--- config.mk ---
export PLATFORM = sky130hd
export DESIGN_NAME = accuracy_monitor
export DESIGN_NICKNAME = d
export VERILOG_FILES = /design/src/rtl/accuracy_monitor.sv
export SDC_FILE = /design/constraint.sdc
export NUM_CORES = 1
export LEC_CHECK = 0
export CORE_MARGIN = 2
export CORE_UTILIZATION = 49
export CTS_CLUSTER_DIAMETER = 200
export DETAILED_ROUTE_END_ITERATION = 8
export PLACE_DENSITY = 0.78
export SLEW_MARGIN = 5
export SYNTH_ARGS = -nofsm -noshare
export SYNTH_HDL_FRONTEND = slang
export SYNTH_SLANG_ARGS = --single-unit
export TNS_END_PERCENT = 100
--- constraint.sdc ---
create_clock -name clk -period 2.4 [get_ports clk]
set_clock_uncertainty 0.15 [all_clocks]
set_input_delay 0.24 -clock clk [delete_from_list [all_inputs] [get_ports clk]]
set_output_delay 0.24 -clock clk [all_outputs]
set_load 0.01 [all_outputs]
--- src/rtl/accuracy_monitor.sv ---
// accuracy_monitor
//   Tracks training accuracy downstream of the DNN top level. The serialized
//   ideal output (ansL, zo bits per clock) is reassembled into an n_out-bit
//   vector over each block cycle. At the block boundary (cycle_clk) it is
//   compared with the one-hot prediction actL_alln. The first `warmup`
//   comparisons after reset are discarded while the pipeline fills. Results
//   are counted per window of `win` samples and handed out on a valid/ready
//   port.
//
// Ports
//   clk, reset          clock, asynchronous active-high reset
//   cycle_clk           block-boundary strobe (cycle_index == 0)
//   cycle_index         clock position within the block cycle
//   ansL                ideal-output bits for the current zo neurons
//   actL_alln           one-hot prediction for the block just ended
//   correct             1-clk pulse: counted sample was correct
//   sample_done         1-clk pulse: a counted comparison occurred
//   res_valid/ready     window result handshake
//   res_correct/total   correct / total samples of the delivered window
//   overrun             sticky: window completed while a result was pending
//   ans_err             sticky: collected ideal vector was not one-hot
module accuracy_monitor #(
    parameter int n_out  = 4,
    parameter int zo     = 1,
    parameter int cpc    = 6,
    parameter int warmup = 3,
    parameter int win    = 4,
    parameter int cw     = $clog2(win + 1)
) (
    input  logic                    clk,
    input  logic                    reset,
    input  logic                    cycle_clk,
    input  logic [$clog2(cpc)-1:0]  cycle_index,
    input  logic [zo-1:0]           ansL,
    input  logic [n_out-1:0]        actL_alln,
    output logic                    correct,
    output logic                    sample_done,
    output logic                    res_valid,
    input  logic                    res_ready,
    output logic [cw-1:0]           res_correct,
    output logic [cw-1:0]           res_total,
    output logic                    overrun,
    output logic                    ans_err
);

    localparam int IW    = $clog2(cpc);
    localparam int NSLOT = n_out / zo;
    localparam int WW    = (warmup > 0) ? $clog2(warmup + 1) : 1;

    typedef enum logic {WARMUP, RUN} state_t;

    // With no warmup the monitor counts from the very first compare edge.
    localparam state_t RST_STATE = (warmup == 0) ? RUN : WARMUP;
    localparam logic [WW-1:0] WARM_LAST = WW'((warmup > 0) ? warmup - 1 : 0);
    localparam logic [cw-1:0] WIN_LAST  = cw'(win - 1);
    localparam logic [cw-1:0] WIN_VAL   = cw'(win);

    state_t             state_q, state_d;
    logic [WW-1:0]      warm_cnt_q, warm_cnt_d;
    logic [n_out-1:0]   ans_vec_q, ans_vec_d;
    logic [cw-1:0]      win_cnt_q, win_cnt_d;
    logic [cw-1:0]      corr_cnt_q, corr_cnt_d;
    logic               correct_q, correct_d;
    logic               sample_done_q, sample_done_d;
    logic               res_valid_q, res_valid_d;
    logic [cw-1:0]      res_correct_q, res_correct_d;
    logic [cw-1:0]      res_total_q, res_total_d;
    logic               overrun_q, overrun_d;
    logic               ans_err_q, ans_err_d;

    logic               accept;
    logic               ans_onehot;
    logic               match;
    logic [cw-1:0]      corr_next;
    logic [IW-1:0]      slot;

    always_comb begin
        state_d       = state_q;
        warm_cnt_d    = warm_cnt_q;
        ans_vec_d     = ans_vec_q;
        win_cnt_d     = win_cnt_q;
        corr_cnt_d    = corr_cnt_q;
        correct_d     = 1'b0;
        sample_done_d = 1'b0;
        res_valid_d   = res_valid_q;
        res_correct_d = res_correct_q;
        res_total_d   = res_total_q;
        overrun_d     = overrun_q;
        ans_err_d     = ans_err_q;

        accept     = res_valid_q && res_ready;
        ans_onehot = (ans_vec_q != '0) && ((ans_vec_q & (ans_vec_q - n_out'(1))) == '0);
        // An all-zero prediction can never equal a one-hot answer.
        match      = ans_onehot && (actL_alln == ans_vec_q);
        corr_next  = corr_cnt_q + cw'(match);
        slot       = cycle_index - IW'(2);

        if (accept)
            res_valid_d = 1'b0;

        if (cycle_clk) begin
            ans_vec_d = '0;
            if (state_q == WARMUP) begin
                warm_cnt_d = warm_cnt_q + WW'(1);
                if (warm_cnt_q == WARM_LAST)
                    state_d = RUN;
            end else begin
                sample_done_d = 1'b1;
                correct_d     = match;
                if (!ans_onehot)
                    ans_err_d = 1'b1;
                if (win_cnt_q == WIN_LAST) begin
                    win_cnt_d  = '0;
                    corr_cnt_d = '0;
                    // Acceptance on the same edge frees the slot for the new result.
                    if (!res_valid_q || accept) begin
                        res_valid_d   = 1'b1;
                        res_correct_d = corr_next;
                        res_total_d   = WIN_VAL;
                    end else begin
                        overrun_d = 1'b1;
                    end
                end else begin
                    win_cnt_d  = win_cnt_q + cw'(1);
                    corr_cnt_d = corr_next;
                end
            end
        end else if (cycle_index >= IW'(2)) begin
            // Clocks 0 and 1 of the block carry no answer bits.
            for (int s = 0; s < NSLOT; s++)
                if (slot == IW'(s))
                    ans_vec_d[s*zo +: zo] = ansL;
        end
    end

    always_ff @(posedge clk or posedge reset) begin
        if (reset) begin
            state_q       <= RST_STATE;
            warm_cnt_q    <= '0;
            ans_vec_q     <= '0;
            win_cnt_q     <= '0;
            corr_cnt_q    <= '0;
            correct_q     <= 1'b0;
            sample_done_q <= 1'b0;
            res_valid_q   <= 1'b0;
            res_correct_q <= '0;
            res_total_q   <= '0;
            overrun_q     <= 1'b0;
            ans_err_q     <= 1'b0;
        end else begin
            state_q       <= state_d;
            warm_cnt_q    <= warm_cnt_d;
            ans_vec_q     <= ans_vec_d;
            win_cnt_q     <= win_cnt_d;
            corr_cnt_q    <= corr_cnt_d;
            correct_q     <= correct_d;
            sample_done_q <= sample_done_d;
            res_valid_q   <= res_valid_d;
            res_correct_q <= res_correct_d;
            res_total_q   <= res_total_d;
            overrun_q     <= overrun_d;
            ans_err_q     <= ans_err_d;
        end
    end

    assign correct     = correct_q;
    assign sample_done = sample_done_q;
    assign res_valid   = res_valid_q;
    assign res_correct = res_correct_q;
    assign res_total   = res_total_q;
    assign overrun     = overrun_q;
    assign ans_err     = ans_err_q;

endmodule

==> Word level (Yosys, flattened, before mapping) <==
Cells that the tools add are included.
{ "word_totals": {"wordCells": 72, "inputBits": 12, "output_inout_bits": 11, "reg_bits": 22} }
{ "classes": {"n_mux": 19, "addsub": 5, "order_cmp": 1, "n_eq_ne": 6, "n_bitwise": 4, "n_reduce_logical": 22} }
{ "op_table": {"columns": ["op", "n"], "rows": [
  ["1-bit two-way mux", 15],
  ["2-bit AND reduction", 6],
  ["2-bit nonzero test", 5],
  ["3-bit by 2-bit == test with 1-bit output (second input constant)", 3],
  ["4-bit two-way mux", 2],
  ["4-bit AND reduction", 2],
  ["3-bit two-way mux", 2],
  ["4-bit AND", 1],
  ["4-bit == test", 1],
  ["4-bit logical NOT", 1],
  ["4-bit nonzero test", 1],
  ["4-bit by 1-bit subtractor with 4-bit output (second input constant)", 1],
  ["3-bit by 1-bit adder with 3-bit output", 1],
  ["3-bit by 1-bit adder with 3-bit output (second input constant)", 1],
  ["3-bit by 1-bit == test with 1-bit output (second input constant)", 1],
  ["3-bit by 2-bit greater-or-equal comparator with 1-bit output (second input constant)", 1],
  ["1-bit logical AND", 3],
  ["3-bit logical NOT", 1],
  ["1-bit NOT", 3],
  ["3-bit AND reduction", 1],
  ["3-bit by 2-bit subtractor with 3-bit output (second input constant)", 1],
  ["2-bit by 1-bit adder with 2-bit output (second input constant)", 1],
  ["2-bit == test (second input constant)", 1],
  ["1-bit logical NOT", 1],
  ["1-bit logical OR", 1]
]} }

==> Depth between registers and ports, before layout <==
{ "logic_depth": {"ltp_word": 7, "mapped_depth": 7, "depth_no_buf": 7} }

==> Least setup slack after synthesis <==
OpenSTA, ideal clock, no wires.
{ "synth_timing": {"kind": "register to register", "startpoint": "reg ans_vec_q[3]", "endpoint": "reg res_correct_q[2] (netlist: res_correct[2])", "path_stages_with_launch": 8, "t_required_ps": 2125, "synth_period_minus_slack_ps": 2012, "setup_time_ps": 125, "slack_ps": 388, "t_arrival_ps": 1737, "n_path_buf": 0, "path_cell_list": "dfrtp_1 -> xor2_1 -> a211oi_1 -> nor2_1 -> ha_1 -> ha_1 -> xor2_1 -> mux2_2"} }
{ "synth_via": {"elab_chain_cells": 6, "elab_cells_between_ends": 8, "classes_between": "2 x add/sub; 1 x eq/ne; 1 x bitwise; 4 x reduce/logical"} }
{ "synth_lines": {"columns": ["item", "line_no", "rtl"], "rows": [
  ["from (decl)", "60", "logic [n_out-1:0] ans_vec_q, ans_vec_d;"],
  ["from (signal assigned)", "153", "ans_vec_q <= ans_vec_d;"],
  ["4-bit by 1-bit subtractor with 4-bit output", "92", "ans_onehot = (ans_vec_q != '0) && ((ans_vec_q & (ans_vec_q - n_out'(1))) == '0);"],
  ["4-bit AND", "92", null],
  ["4-bit logical NOT", "92", null],
  ["1-bit logical AND", "92", null],
  ["1-bit logical AND *", "94", "match = ans_onehot && (actL_alln == ans_vec_q);"],
  ["3-bit by 1-bit adder with 3-bit output *", "95", "corr_next = corr_cnt_q + cw'(match);"],
  ["to (signal assigned)", "159", "res_correct_q <= res_correct_d;"],
  ["to (decl)", "66", "logic [cw-1:0] res_correct_q, res_correct_d;"]
]} }
Every way passes the cells marked *; elsewhere a longest branch is shown, timed or not.
A chain may end at the register's enable or synchronous reset.

==> Final worst setup path <==
Same ends and word-level chain as after synthesis.

==> impl_results.html <==
<table>
<tr><th>Metric</th><th>Value</th></tr>
<tr><th colspan="2">Yosys</th></tr>
<tr><td>Count of cell types in the netlist</td><td>34</td></tr>
<tr><td>Mean instance size in the synthesized netlist</td><td>12.24 um2</td></tr>
<tr><td>Share of async-settable or async-resettable flops after synthesis</td><td>1.000</td></tr>
<tr><td>Number of flops mapped to enable cells by yosys</td><td>0</td></tr>
<tr><td>Number of warnings reported in the yosys synthesis log</td><td>0</td></tr>
<tr><td>Flip-flop and latch count after synthesis</td><td>22</td></tr>
<tr><td>Main synth FF type</td><td>sky130_fd_sc_hd__dfrtp_1</td></tr>
<tr><td>Synthesized instance count</td><td>87</td></tr>
<tr><td>Cell area after synthesis</td><td>1065 um2</td></tr>
<tr><td>Register area share after synthesis</td><td>0.5170</td></tr>
<tr><th colspan="2">Clock network</th></tr>
<tr><td>Number of buffers inserted for hold repair after clock tree synthesis</td><td>0</td></tr>
<tr><td>TritonCTS clock tree</td><td>yes</td></tr>
<tr><td>Maximum clock insertion buffer count</td><td>2</td></tr>
<tr><td>Resized Gates After CTS</td><td>0</td></tr>
<tr><td>Clock latency reported for the late side of the worst-skew pair</td><td>0.29 ns</td></tr>
<tr><td>Worst-path clk slew</td><td>0.11 ns</td></tr>
<tr><td>CTS Buf Count</td><td>3</td></tr>
<tr><td>Setup fix buffers added after clock tree synthesis</td><td>0</td></tr>
<tr><td>Deepest level of the CTS H-tree</td><td>1</td></tr>
<tr><td>Clock net sink count</td><td>22</td></tr>
<tr><td>Clk Tree Root Cell</td><td>sky130_fd_sc_hd__clkbuf_4</td></tr>
<tr><th colspan="2">Timing</th></tr>
<tr><td>Achievable Freq</td><td>453.8 MHz</td></tr>
<tr><td>Accumulated negative setup slack</td><td>0 ns</td></tr>
<tr><td>Hold Worst Slack</td><td>0.2322 ns</td></tr>
<tr><td>Fraction of the cycle the final worst path needs</td><td>0.9181</td></tr>
<tr><td>Unrepaired setup endpoints after global routing</td><td>false</td></tr>
<tr><td>Shortest period the worst path allows</td><td>2.203 ns</td></tr>
<tr><td>Final setup fails</td><td>0</td></tr>
<tr><td>Slew headroom</td><td>0.4741</td></tr>
<tr><td>Final number of hold-violating endpoints</td><td>0</td></tr>
<tr><td>Worst Tran Pin Value</td><td>0.7880 ns</td></tr>
<tr><td>Number of pins exceeding their max-slew limit in the final report</td><td>0</td></tr>
<tr><th colspan="2">Place</th></tr>
<tr><td>Routability Congestion</td><td>0.7762</td></tr>
<tr><td>Quantity of I/O buffers inserted on ports</td><td>20</td></tr>
<tr><td>Cell total after placement</td><td>133</td></tr>
<tr><td>HPWL after detailed placement</td><td>1380 um</td></tr>
<tr><td>Placement Cell Area</td><td>1287 um2</td></tr>
<tr><th colspan="2">Routing</th></tr>
<tr><td>Vias per std cell</td><td>5.316</td></tr>
<tr><td>Number of violations reported at the end of detailed-routing iteration 0</td><td>8</td></tr>
<tr><td>Wire per inst</td><td>13.18 um</td></tr>
<tr><td>Wirelength, routed</td><td>1792 um</td></tr>
<tr><td>Antenna-violating nets left</td><td>0</td></tr>
<tr><td>Number of vias after detailed routing</td><td>723</td></tr>
<tr><td>First-pass DRT Iterations</td><td>3</td></tr>
<tr><td>Remaining DRCs</td><td>0</td></tr>
<tr><th colspan="2">Global route</th></tr>
<tr><td>Number of antenna violations at the first check in global routing</td><td>0</td></tr>
<tr><td>Gr ovfl total</td><td>0</td></tr>
<tr><td>Global-route wire length before repair</td><td>3049 um</td></tr>
<tr><td>Overall track demand over capacity in global routing</td><td>0.1593</td></tr>
<tr><td>Largest net degree at the start of global routing</td><td>23</td></tr>
<tr><td>Number of global-route vias before repair</td><td>703</td></tr>
<tr><th colspan="2">Floorplan</th></tr>
<tr><td>Boundary Pins</td><td>23</td></tr>
<tr><td>DIE AREA</td><td>2562 um2</td></tr>
<tr><td>Vertical extent of the die</td><td>50.62 um</td></tr>
<tr><td>Horizontal die dimension</td><td>50.62 um</td></tr>
<tr><td>Std-Cell Core Area</td><td>2002 um2</td></tr>
<tr><td>Initial standard-cell utilization of the core</td><td>0.5319</td></tr>
<tr><td>FP Rows</td><td>16</td></tr>
<tr><th colspan="2">Final layout</th></tr>
<tr><td>Fraction of layout instances using a drive strength above 1</td><td>0.1560</td></tr>
<tr><td>Final net count</td><td>128</td></tr>
<tr><td>Fill cell total of the finished layout</td><td>165</td></tr>
<tr><td>Non-filler instance count after layout</td><td>136</td></tr>
<tr><td>Final std cell area, no fill</td><td>1310 um2</td></tr>
<tr><td>Antenna Cells</td><td>0</td></tr>
<tr><td>Synthesis-to-layout area growth</td><td>23.03%</td></tr>
<tr><th colspan="2">Worst setup path</th></tr>
<tr><td>CP Data Arrival Time</td><td>2.25 ns</td></tr>
<tr><td>Largest fanout on the critical path</td><td>5</td></tr>
<tr><td>Kind of start point of the critical path</td><td>register</td></tr>
<tr><td>Data required time of the critical path</td><td>2.44 ns</td></tr>
<tr><td>Critical Path End Type</td><td>register</td></tr>
<tr><td>Crit path kind</td><td>register to register</td></tr>
<tr><th colspan="2">Power</th></tr>
<tr><td>Power density cells</td><td>706.5 nW/um2</td></tr>
<tr><td>Leak pwr</td><td>0.6101 nW</td></tr>
<tr><td>Total Power</td><td>925.5 uW</td></tr>
<tr><td>Maximum ir drop on the vdd rail</td><td>0.0005098 V</td></tr>
<tr><th colspan="2">Flow run</th></tr>
<tr><td>Number of maximum-capacitance constraint violations</td><td>0</td></tr>
<tr><th colspan="2">Min path</th></tr>
<tr><td>Hold crit path type</td><td>input pin to asynchronous set/reset pin</td></tr>
<tr><th colspan="2">Run status</th></tr>
<tr><td>Outcome</td><td>complete, no violations</td></tr>
</table>
## path summary, 6_finish.rpt
| kind | slack, ns | depth (start not counted) | startpoint | endpoint |
|---|---|---|---|---|
| worst min-delay path | 0.23 | 2 | reset | corr_cnt_q[1]$_DFFE_PP0P_ |
| max in group asynchronous | 1.38 | 2 | reset | win_cnt_q[0]$_DFFE_PP0P_ |
| worst max register to register | 0.20 | 7 | ans_vec_q[3]$_DFFE_PP0P_ | res_correct[2]$_DFFE_PP0P_ |
| min in group clk | 0.33 | 1 | res_total[2]$_DFFE_PP0P_ | res_total[2]$_DFFE_PP0P_ |
| worst max-delay path | 0.20 | 7 | ans_vec_q[3]$_DFFE_PP0P_ | res_correct[2]$_DFFE_PP0P_ |
| worst min register to register | 0.33 | 1 | res_total[2]$_DFFE_PP0P_ | res_total[2]$_DFFE_PP0P_ |
## flip-flops by register name, indices dropped and copies added (netlist names), 2 cells and up
register,cells
warm_cnt_q,2
ans_vec_q,4
res_correct,3
corr_cnt_q,3
win_cnt_q,3
## metal layers
| metal | share of wire | wire (um) | vias to the layer above | track usage |
|---|---|---|---|---|
| met4 | 0.0045 | 8 | 0 | 0.05405 |
| li1 | - | - | 352 | - |
| met5 | 0 | 0 | - | 0 |
| met3 | 0.046 | 82 | 2 | 0.04167 |
| met2 | 0.49 | 874 | 13 | 0.2763 |
| met1 | 0.46 | 826 | 356 | 0.1910 |
## power by group
group | internal (mW) | switching [mW] | total (mW)
Clock | 0.0584 | 0.0966 | 0.155
Sequential | 0.440 | 0.0423 | 0.483
Combinational | 0.165 | 0.123 | 0.288
Total | 0.664 | 0.262 | 0.926
## kinds of logic (layout without fill, tap and decap cells)
family,after synthesis,after routing,synth area share
simple gates,24,24,0.1563
buf+inv,7,28,0.03173
flops,22,22,0.5170
mux,7,7,0.07050
compound gates,14,14,0.1046
fa+ha+maj,5,5,0.05875
xor+xnor,7,7,0.05758
other cells,1,2,0.003522
## worst max-delay path, cell delays in order, from the launching register on
cell and delay, ns:
sky130_fd_sc_hd__dfrtp_1 0.45, sky130_fd_sc_hd__xor2_1 0.18, sky130_fd_sc_hd__a211oi_1 0.40, sky130_fd_sc_hd__nor2_1 0.11
sky130_fd_sc_hd__ha_1 0.20, sky130_fd_sc_hd__ha_1 0.21, sky130_fd_sc_hd__xor2_1 0.16, sky130_fd_sc_hd__mux2_2 0.26
## layout by cell type (no fill, tap or decap), drive strengths merged, types with 2 or more instances in the layout
| cell type | Yosys | final |
|---|---|---|
| nor4b | 3 | 3 |
| nand2 | 3 | 3 |
| clkbuf | 0 | 3 |
| o21ai | 2 | 2 |
| mux2 | 4 | 4 |
| a22o | 4 | 4 |
| mux2i | 3 | 3 |
| dfrtp | 22 | 22 |
| inv | 5 | 5 |
| nor2 | 6 | 6 |
| ha | 5 | 5 |
| xor2 | 2 | 2 |
| conb | 1 | 2 |
| a21o | 3 | 3 |
| xnor2 | 5 | 5 |
| clkdlybuf4s50 | 0 | 20 |
| nor2b | 2 | 2 |
## cells in the mapped netlist (2+ instances only)
cell type,n,area (um2)
sky130_fd_sc_hd__xnor2_1,5,43.79
sky130_fd_sc_hd__mux2i_1,3,30.03
sky130_fd_sc_hd__inv_1,5,18.77
sky130_fd_sc_hd__mux2_2,4,45.04
sky130_fd_sc_hd__nor2_1,6,22.52
sky130_fd_sc_hd__o21ai_0,2,10.01
sky130_fd_sc_hd__xor2_1,2,17.52
sky130_fd_sc_hd__ha_1,5,62.56
sky130_fd_sc_hd__dfrtp_1,22,550.5
sky130_fd_sc_hd__nand2_1,2,7.510
sky130_fd_sc_hd__nor4b_1,3,26.28
sky130_fd_sc_hd__a22o_2,3,30.03
sky130_fd_sc_hd__nor2b_1,2,12.51
sky130_fd_sc_hd__buf_4,2,15.01
sky130_fd_sc_hd__a21o_1,2,15.01
## final cells by class
class                   instances  area [um2]  share of cell area
flip-flops and latches         22       550.5              0.4202
repair buffers                 20       200.2              0.1528
well taps                      27       33.78             0.02579
multi-input cells              59       484.2              0.3696
inverters                       5       18.77             0.01433
clock buffers                   3       22.52             0.01719
## per-stage QoR
step / utilization / setup WS [ns]
2_1_floorplan: - / 0.3880
3_3_place_gp: 0.6431 / 0.3201
3_5_place_dp: 0.6431 / 0.2193
4_1_cts: 0.6544 / 0.1978
5_1_grt: 0.6544 / 0.09821
6_report: 0.6544 / 0.1966
No activity file was read; power rests on OpenSTA's default activity.
